--- src/rtl/sync_fifo_prog_if.sv ---
// Write/read handshake, programmable thresholds and status bundle for sync_fifo_prog.
interface sync_fifo_prog_if #(
    parameter int unsigned DATA_WIDTH = 8,
    parameter int unsigned DEPTH      = 16
);
    localparam int unsigned CNT_W = $clog2(DEPTH) + 1;

    logic [DATA_WIDTH-1:0] din;
    logic                  wr_en;
    logic                  rd_en;
    logic [CNT_W-1:0]      af_thresh;
    logic [CNT_W-1:0]      ae_thresh;

    logic                  full;
    logic                  almost_full;
    logic                  wr_ack;
    logic                  wr_err;
    logic                  empty;
    logic                  almost_empty;
    logic                  rd_ack;
    logic                  rd_err;
    logic [DATA_WIDTH-1:0] dout;
    logic [CNT_W-1:0]      count;

    modport master (
        output din, wr_en, rd_en, af_thresh, ae_thresh,
        input  full, almost_full, wr_ack, wr_err, empty, almost_empty,
        input  rd_ack, rd_err, dout, count
    );

    modport slave (
        input  din, wr_en, rd_en, af_thresh, ae_thresh,
        output full, almost_full, wr_ack, wr_err, empty, almost_empty,
        output rd_ack, rd_err, dout, count
    );
endinterface

--- src/rtl/sync_fifo_prog.sv ---
// Single-clock FIFO with programmable almost-full/almost-empty thresholds,
// an occupancy count and an optional first-word-fall-through read mode.
module sync_fifo_prog #(
    parameter int unsigned  DATA_WIDTH = 8,
    parameter int unsigned  DEPTH      = 16,
    parameter int unsigned  FWFT       = 0,
    localparam int unsigned CNT_W      = $clog2(DEPTH) + 1
) (
    input logic             clk,
    input logic             clear_n,
    sync_fifo_prog_if.slave bus_io
);
    localparam int unsigned      AW       = $clog2(DEPTH);
    localparam logic [CNT_W-1:0] DepthCnt = CNT_W'(DEPTH);
    localparam logic [CNT_W-1:0] DepthM1  = CNT_W'(DEPTH - 1);

    logic [DATA_WIDTH-1:0] mem_q [DEPTH];

    logic [AW-1:0]         wr_ptr_q, wr_ptr_d;
    logic [AW-1:0]         rd_ptr_q, rd_ptr_d;
    logic [CNT_W-1:0]      count_q, count_d;
    logic                  full_q, full_d;
    logic                  empty_q, empty_d;
    logic                  af_q, af_d;
    logic                  ae_q, ae_d;
    logic                  wr_ack_q, wr_ack_d;
    logic                  wr_err_q, wr_err_d;
    logic                  rd_ack_q, rd_ack_d;
    logic                  rd_err_q, rd_err_d;
    logic [DATA_WIDTH-1:0] dout_q, dout_d;

    logic                  wr_accept;
    logic                  rd_accept;
    logic [CNT_W-1:0]      eff_af;
    logic [CNT_W-1:0]      eff_ae;

    always_comb begin
        // Acceptance uses the registered flags, so a full FIFO rejects a write
        // even when a read frees a slot in the same cycle (and vice versa).
        wr_accept = bus_io.wr_en && !full_q;
        rd_accept = bus_io.rd_en && !empty_q;

        wr_ptr_d = wr_accept ? wr_ptr_q + AW'(1) : wr_ptr_q;
        rd_ptr_d = rd_accept ? rd_ptr_q + AW'(1) : rd_ptr_q;

        count_d = count_q;
        unique case ({wr_accept, rd_accept})
            2'b10:   count_d = count_q + CNT_W'(1);
            2'b01:   count_d = count_q - CNT_W'(1);
            default: count_d = count_q;
        endcase

        if (bus_io.af_thresh == '0 || bus_io.af_thresh > DepthCnt) begin
            eff_af = DepthCnt;
        end else begin
            eff_af = bus_io.af_thresh;
        end
        eff_ae = (bus_io.ae_thresh > DepthM1) ? DepthM1 : bus_io.ae_thresh;

        full_d  = (count_d == DepthCnt);
        empty_d = (count_d == '0);
        af_d    = (count_d >= eff_af);
        ae_d    = (count_d <= eff_ae);

        wr_ack_d = wr_accept;
        wr_err_d = bus_io.wr_en && full_q;
        rd_ack_d = rd_accept;
        rd_err_d = bus_io.rd_en && empty_q;

        dout_d = dout_q;
        if (FWFT != 0) begin
            // Present the next head; bypass din when the head is the word written this edge.
            if (count_d != '0) begin
                if (wr_accept && (wr_ptr_q == rd_ptr_d)) begin
                    dout_d = bus_io.din;
                end else begin
                    dout_d = mem_q[rd_ptr_d];
                end
            end
        end else if (rd_accept) begin
            dout_d = mem_q[rd_ptr_q];
        end
    end

    // Storage is deliberately left out of reset.
    always_ff @(posedge clk) begin
        if (wr_accept) begin
            mem_q[wr_ptr_q] <= bus_io.din;
        end
    end

    always_ff @(posedge clk or negedge clear_n) begin
        if (!clear_n) begin
            wr_ptr_q <= '0;
            rd_ptr_q <= '0;
            count_q  <= '0;
            full_q   <= 1'b0;
            empty_q  <= 1'b1;
            af_q     <= 1'b0;
            ae_q     <= 1'b1;
            wr_ack_q <= 1'b0;
            wr_err_q <= 1'b0;
            rd_ack_q <= 1'b0;
            rd_err_q <= 1'b0;
            dout_q   <= '0;
        end else begin
            wr_ptr_q <= wr_ptr_d;
            rd_ptr_q <= rd_ptr_d;
            count_q  <= count_d;
            full_q   <= full_d;
            empty_q  <= empty_d;
            af_q     <= af_d;
            ae_q     <= ae_d;
            wr_ack_q <= wr_ack_d;
            wr_err_q <= wr_err_d;
            rd_ack_q <= rd_ack_d;
            rd_err_q <= rd_err_d;
            dout_q   <= dout_d;
        end
    end

    assign bus_io.full         = full_q;
    assign bus_io.almost_full  = af_q;
    assign bus_io.wr_ack       = wr_ack_q;
    assign bus_io.wr_err       = wr_err_q;
    assign bus_io.empty        = empty_q;
    assign bus_io.almost_empty = ae_q;
    assign bus_io.rd_ack       = rd_ack_q;
    assign bus_io.rd_err       = rd_err_q;
    assign bus_io.dout         = dout_q;
    assign bus_io.count        = count_q;

    ack_err_excl_a: assert property (@(posedge clk) disable iff (!clear_n)
        !(wr_ack_q && wr_err_q) && !(rd_ack_q && rd_err_q));
    count_range_a: assert property (@(posedge clk) disable iff (!clear_n)
        count_q <= DepthCnt);
    flags_excl_a: assert property (@(posedge clk) disable iff (!clear_n)
        !(full_q && empty_q));
endmodule

--- src/flat_wrapper.sv ---
// flat-port wrapper written by rule: the top's interface ports become plain ports
module sync_fifo_prog_flat 
#(
    parameter int unsigned  DATA_WIDTH = 8,
    parameter int unsigned  DEPTH      = 16,
    parameter int unsigned  FWFT       = 0,
    localparam int unsigned CNT_W      = $clog2(DEPTH) + 1
)
  (clk, clear_n, bus_io_din, bus_io_wr_en, bus_io_rd_en, bus_io_af_thresh, bus_io_ae_thresh, bus_io_full, bus_io_almost_full, bus_io_wr_ack, bus_io_wr_err, bus_io_empty, bus_io_almost_empty, bus_io_rd_ack, bus_io_rd_err, bus_io_dout, bus_io_count);
  sync_fifo_prog_if #(.DATA_WIDTH(DATA_WIDTH), .DEPTH(DEPTH)) bus_io_i ();
  input logic clk;
  input logic clear_n;
  input wire logic [$bits(bus_io_i.din)-1:0] bus_io_din;
  input wire logic [$bits(bus_io_i.wr_en)-1:0] bus_io_wr_en;
  input wire logic [$bits(bus_io_i.rd_en)-1:0] bus_io_rd_en;
  input wire logic [$bits(bus_io_i.af_thresh)-1:0] bus_io_af_thresh;
  input wire logic [$bits(bus_io_i.ae_thresh)-1:0] bus_io_ae_thresh;
  output wire logic [$bits(bus_io_i.full)-1:0] bus_io_full;
  output wire logic [$bits(bus_io_i.almost_full)-1:0] bus_io_almost_full;
  output wire logic [$bits(bus_io_i.wr_ack)-1:0] bus_io_wr_ack;
  output wire logic [$bits(bus_io_i.wr_err)-1:0] bus_io_wr_err;
  output wire logic [$bits(bus_io_i.empty)-1:0] bus_io_empty;
  output wire logic [$bits(bus_io_i.almost_empty)-1:0] bus_io_almost_empty;
  output wire logic [$bits(bus_io_i.rd_ack)-1:0] bus_io_rd_ack;
  output wire logic [$bits(bus_io_i.rd_err)-1:0] bus_io_rd_err;
  output wire logic [$bits(bus_io_i.dout)-1:0] bus_io_dout;
  output wire logic [$bits(bus_io_i.count)-1:0] bus_io_count;
  assign bus_io_i.din = bus_io_din;
  assign bus_io_i.wr_en = bus_io_wr_en;
  assign bus_io_i.rd_en = bus_io_rd_en;
  assign bus_io_i.af_thresh = bus_io_af_thresh;
  assign bus_io_i.ae_thresh = bus_io_ae_thresh;
  assign bus_io_full = bus_io_i.full;
  assign bus_io_almost_full = bus_io_i.almost_full;
  assign bus_io_wr_ack = bus_io_i.wr_ack;
  assign bus_io_wr_err = bus_io_i.wr_err;
  assign bus_io_empty = bus_io_i.empty;
  assign bus_io_almost_empty = bus_io_i.almost_empty;
  assign bus_io_rd_ack = bus_io_i.rd_ack;
  assign bus_io_rd_err = bus_io_i.rd_err;
  assign bus_io_dout = bus_io_i.dout;
  assign bus_io_count = bus_io_i.count;
  sync_fifo_prog #(.DATA_WIDTH(DATA_WIDTH), .DEPTH(DEPTH), .FWFT(FWFT)) u_core (.clk(clk), .clear_n(clear_n), .bus_io(bus_io_i));
endmodule
--- config.mk ---
export PLATFORM = sky130hd
export DESIGN_NAME = sync_fifo_prog_flat
export DESIGN_NICKNAME = d
export VERILOG_FILES = /design/src/rtl/sync_fifo_prog_if.sv /design/src/rtl/sync_fifo_prog.sv /design/src/flat_wrapper.sv
export SDC_FILE = /design/constraint.sdc
export NUM_CORES = 1
export LEC_CHECK = 0
export CAP_MARGIN = 20
export CORE_UTILIZATION = 40
export CTS_CLUSTER_DIAMETER = 80
export DETAILED_ROUTE_END_ITERATION = 12
export PLACE_DENSITY_LB_ADDON = 0.05
export SLEW_MARGIN = 20
export SYNTH_ARGS = -nofsm -noshare
export SYNTH_HDL_FRONTEND = slang
export SYNTH_SLANG_ARGS = --single-unit
--- constraint.sdc ---
create_clock -name clk -period 8.9 [get_ports clk]
set_clock_uncertainty 0.15 [all_clocks]
set_input_delay 2.67 -clock clk [delete_from_list [all_inputs] [get_ports clk]]
set_output_delay 2.67 -clock clk [all_outputs]
set_load 0.01 [all_outputs]
# [Word-level counts from Yosys, hierarchy flattened]
# Memory sizes are Yosys's and may differ from the RTL's. A register that Yosys moved wholly into a read port is not among the register bits.
# Index checks and enable logic that the tools add are counted.
[classes] reduce_logical=10 eq_ne=3 n_mux=5 n_lt_le_gt_ge=4 addsub=4
[op_table] operator="$logic_not A5 Y1" n=2
[op_table] operator="$mux W5" n=2
[op_table] operator="$pmux W5 S2" n=1
[op_table] operator="$add A4 B1 Y4 const B" n=2
[op_table] operator="$add A5 B1 Y5 const B" n=1
[op_table] operator="$eq A5 B5 Y1 const B" n=1
[op_table] operator="$ge A5 B5 Y1" n=1
[op_table] operator="$gt A5 B4 Y1 const B" n=1
[op_table] operator="$gt A5 B5 Y1 const B" n=1
[op_table] operator="$le A5 B5 Y1" n=1
[op_table] operator="$sub A5 B1 Y5 const B" n=1
[op_table] operator="$logic_and A1 B1 Y1" n=4
[op_table] operator="$logic_not A1 Y1" n=3
[op_table] operator="$eq A2 B1 Y1 const B" n=1
[op_table] operator="$eq A2 B2 Y1 const B" n=1
[op_table] operator="$mux W1" n=2
[op_table] operator="$logic_or A1 B1 Y1" n=1
[word_totals] mem_bits_rw=128 mem_count=1 ff_bits=21 out_inout_bits=21
[memory_table] memory="u_core.mem_q" depth=16 width=8 rd=1 rd_clocked_by_memory_dff=1 wr=1 line="sync_fifo_prog.sv:17" source="logic [DATA_WIDTH-1:0] mem_q [DEPTH];"

# [Depth between registers and ports, before layout]
[depth] word_depth=5 depth_mapped=15 ltp_nobuf=14

# [Least setup slack after synthesis]
# OpenSTA, ideal clock, no wires.
[synth_path] path_type="in2reg" from="in bus_io_rd_en" to="reg u_core.ae_q (netlist: u_core.bus_io.almost_empty)" t_arrival_ns=5.025 stages=13 path_slack_ns=3.647 path_cell_list="nand2b_1 > buf_2 > buf_2 > inv_1 > ha_1 > clkbuf_1 > mux2_2 > ha_1 > nor2b_1 > o21a_1 > o21a_1 > o21a_1 > o22ai_1"
[synth_between] elab_chain_cells=4
[synth_rtl] element="from (decl)" line="flat_wrapper.sv:15" source="input wire logic [$bits(bus_io_i.rd_en)-1:0] bus_io_rd_en;"
[synth_rtl] element="$logic_and A1 B1 Y1 (*)" line="sync_fifo_prog.sv:41" source="rd_accept = bus_io.rd_en && !empty_q;"
[synth_rtl] element="$eq A2 B1 Y1 or $eq A2 B2 Y1 (tied branches)" line="sync_fifo_prog.sv:47" source="unique case ({wr_accept, rd_accept})"
[synth_rtl] element="$pmux W5 S2 (*)" line="sync_fifo_prog.sv:47"
[synth_rtl] element="net u_core.count_d[1]" line="sync_fifo_prog.sv:21" source="logic [CNT_W-1:0] count_q, count_d;"
[synth_rtl] element="$le A5 B5 Y1 (*)" line="sync_fifo_prog.sv:63" source="ae_d = (count_d <= eff_ae);"
[synth_rtl] element="net u_core.ae_d" line="sync_fifo_prog.sv:25" source="logic ae_q, ae_d;"
[synth_rtl] element="to (signal assigned)" line="sync_fifo_prog.sv:100" source="ae_q <= 1'b1;"
[synth_rtl] element="to (signal assigned)" line="sync_fifo_prog.sv:113" source="ae_q <= ae_d;"
[synth_rtl] element="to (decl)" line="sync_fifo_prog.sv:25"
# The timed path passes the listed nets; every way through them passes the cells marked *.
# A chain may end at the register's enable or synchronous reset.

# [Final worst setup path]
[layout_path] from="in bus_io_wr_en" to="reg u_core.ae_q (netlist: u_core.bus_io.almost_empty)"
[layout_between] elab_chain_cells=4
[layout_rtl] element="from (decl)" line="flat_wrapper.sv:14" source="input wire logic [$bits(bus_io_i.wr_en)-1:0] bus_io_wr_en;"
[layout_rtl] element="$logic_and A1 B1 Y1 (*)" line="sync_fifo_prog.sv:40" source="wr_accept = bus_io.wr_en && !full_q;"
[layout_rtl] element="$eq A2 B1 Y1 or $eq A2 B2 Y1 (tied branches)" line="sync_fifo_prog.sv:47"
[layout_rtl] element="$pmux W5 S2 (*)" line="sync_fifo_prog.sv:47"
[layout_rtl] element="net u_core.count_d[2]" line="sync_fifo_prog.sv:21"
[layout_rtl] element="$le A5 B5 Y1 (*)" line="sync_fifo_prog.sv:63"
[layout_rtl] element="net u_core.ae_d" line="sync_fifo_prog.sv:25"
# Marks and branches as above.

==> summary.txt <==
outcome - finished, final reports clean
Die Ht - 130 um
gr usage total - 17.5%
Setup Buffers After CTS - 0
Port Buffers - 42
Metal-1 WL - 5850 um
Syn. warnings - 0
Req. time, crit path - 9.09 ns
global-route wire length before repair - 20500 um
worst r2r src - u_core.bus_io.empty
max-cap violation count - 0
Num CTS Buffers - 17
CTS sink cnt - 157
proportion of layout cells with a drive suffix above 1 - 17.1%
final hold violations - 0
Rows - 46
DIE WIDTH - 130 um
hold buffer count at CTS - 0
largest net degree at the start of global routing - 36
worst rel slew slack - 51.1%
# IOs - 43
post-synth top area cell - edfxtp_1
leakage power - 2.74 nW
Antenna Violating Nets Remaining - 0
dominant synthesized flop cell - edfxtp_1
nets@finish - 459
Post-Route Utilization - 48.7%
HP Start - u_core.rd_ptr_q[3]
hold-critical path depth - 1
Top Metal Used - met4
FF-to-FF path depth - 14
global route total overflow - 0
critical path depth in cells - 15
fraction of registers with async set/reset - 18.5%
synth cell count leaders - edfxtp_1, mux4_2, dfrtp_1, and2_1, ha_1
DRT iter0 DRCs - 260
detailed placer's ending HPWL - 8470 um
Total Power - 0.00254 W
Crit path buffers/inverters - 2
Seq/Total Area, Yosys - 69.4%
worst-skew pair later-pin latency - 0.41 ns
syn avg cell area - 17.8 um^2
Core Box Area - 0.0160 mm^2
syn nets - 411
CTS Buffer Depth - 2
initial antenna violation count - 0
via count - 3318
Reg clk slew, reported paths - 0.06 ns
post_cts resized - 0
CTS tree - yes
worst hold path type - flip-flop to flip-flop
Area contributors post-synth - edfxtp_1, mux4_2, dfrtp_1
leading cell type by number of instances after synthesis - edfxtp_1
Vias per Instance - 5.12
#FFs+latches synth - 157
final period utilization - 60.8%
H-tree Lvls - 4
Hold Path End - u_core.rd_ptr_q[3]
pwr dens - 326 mW/mm^2
DR pass1 iterations - 4
CTS root buf - clkbuf_16
Cell Chain, Critical Path - clkdlybuf4s50_1 > nand2b_2 > inv_2 > nor2_2 > xor2_1 > ha_1 > a21oi_1 > a21boi_1 > nor3_1 > xor2_1 > ha_1 > o21a_1 > o21a_1 > o21a_1 > o22ai_1
met2 wire len - 6860 um
minimum clock period - 5.41 ns
total negative slack - 0 ns
CP Launch Type - input pin
post-synth top area share - 58.3%
drt total wl - 13300 um
Worst Max-Slew Pin Slew - 0.733 ns
RSZ-0062 raised after global routing - no
crit-path leading delay family - compound AO/OA/AOI/OAI gates
reg-to-reg endpoint - u_core.bus_io.almost_empty
vias in the first global route - 3515
Setup Viol. Count Final - 0
CP endpoint kind - flip-flop
Die Area - 0.0170 mm^2
Worst EP arrival - 5.59 ns
Max Freq - 185 MHz
Routed met3 length - 468 um
Initial Utilization - 41.2%
Worst VDD drop - 0.236 mV
number of distinct library cells after synthesis - 50
routability cong. - 0.773
Area growth syn-to-layout - 18.2%
Cells after Synth - 371
Worst R2R Setup Slack - 5.69 ns
Antenna diodes - 0
Max FO, Critical Path - 13
Post-synth EDFFs - 128
area of the mapped netlist - 0.00659 mm^2
Worst path slowest cell - clkdlybuf4s50_1
Crit Path Category - input pin to flip-flop
crit-path max cell delay - 0.48 ns
CP most frequent cell - o21a_1
residual DRC count - 0
DR WL/cell - 20.6 um
Slew Viols, Final - 0
power by group:
group	switching (W)	internal, W	total, W
logic	0.000419	0.000397	0.000816
clock network	0.000270	0.000463	0.000733
registers	0.0000685	0.000921	0.000989
placed cells by master (no fill, tap or decap), types with 3 or more instances in the layout:
cell type          n
a21o_1             4
a21oi_1           11
and2_1            18
buf_4              4
bufinv_16          3
clkbuf_1           5
clkbuf_16         17
clkbuf_8           3
clkdlybuf4s50_1   41
clkinv_2           4
dfrtp_1           26
edfxtp_1         128
ha_1              18
inv_1              5
mux2i_1           17
mux4_2            31
nand2_1           11
nand2b_1           5
nor2_1            14
nor2b_1            4
nor3_1             5
nor3b_1            3
o21a_1             4
o21ai_1            8
xnor2_1            6
xor2_1             4
worst max-delay path by stage:
stage / from / endpoint
2_1_floorplan: bus_io_rd_en / u_core.bus_io.almost_empty
3_3_place_gp: bus_io_wr_en / u_core.bus_io.almost_empty
3_5_place_dp: bus_io_wr_en / u_core.bus_io.almost_empty
4_1_cts: bus_io_wr_en / u_core.bus_io.almost_empty
5_1_grt: bus_io_wr_en / u_core.bus_io.almost_empty
6_report: bus_io_wr_en / u_core.bus_io.almost_empty
final cells by class:
cell class	count	area [um^2]
clock buffer	25	485
clock inverter	7	114
fill	1393	8220
inverter	7	27.5
multi-input combinational	190	1870
sequential	157	4570
tap	216	270
timing repair buffer	46	445
flip-flops by register name, indices dropped and copies added (netlist names), 4 cells and up:
| signal | flops |
|---|---|
| u_core.mem_q | 128 |
| u_core.bus_io.dout | 8 |
| u_core.rd_ptr_q | 4 |
| u_core.bus_io.count | 5 |
| u_core.wr_ptr_q | 4 |
metrics by stage:
step / setup WS (ns) / cells / hold WS (ns) / cell area, um^2
2_1_floorplan: 3.65 / 371 / 0.308 / 6590
3_3_place_gp: 3.12 / 616 / 0.323 / 7190
3_5_place_dp: 3.08 / 616 / 0.329 / 7190
4_1_cts: 3.50 / 648 / 0.340 / 7780
5_1_grt: 3.31 / 648 / 0.367 / 7780
6_report: 3.49 / 648 / 0.336 / 7780
cell families after synthesis:
kind of cell	Yosys count	synth area share, %
multiplexers	50	13.8
XOR/XNOR	10	1.33
buffers and inverters	24	2.22
AO/OA/AOI/OAI	39	3.74
AND/OR/NAND/NOR	72	6.08
other	1	0.0569
adder cells (fa/ha/maj)	18	3.42
flip-flops	157	69.4
layer usage:
metal	up-vias	GRT usage [%]
met5	-	0
met4	0	6.29
met3	13	3.94
met2	59	29.7
met1	1710	22.0
li1	1536	-
Power figures use the tool's default switching activity.
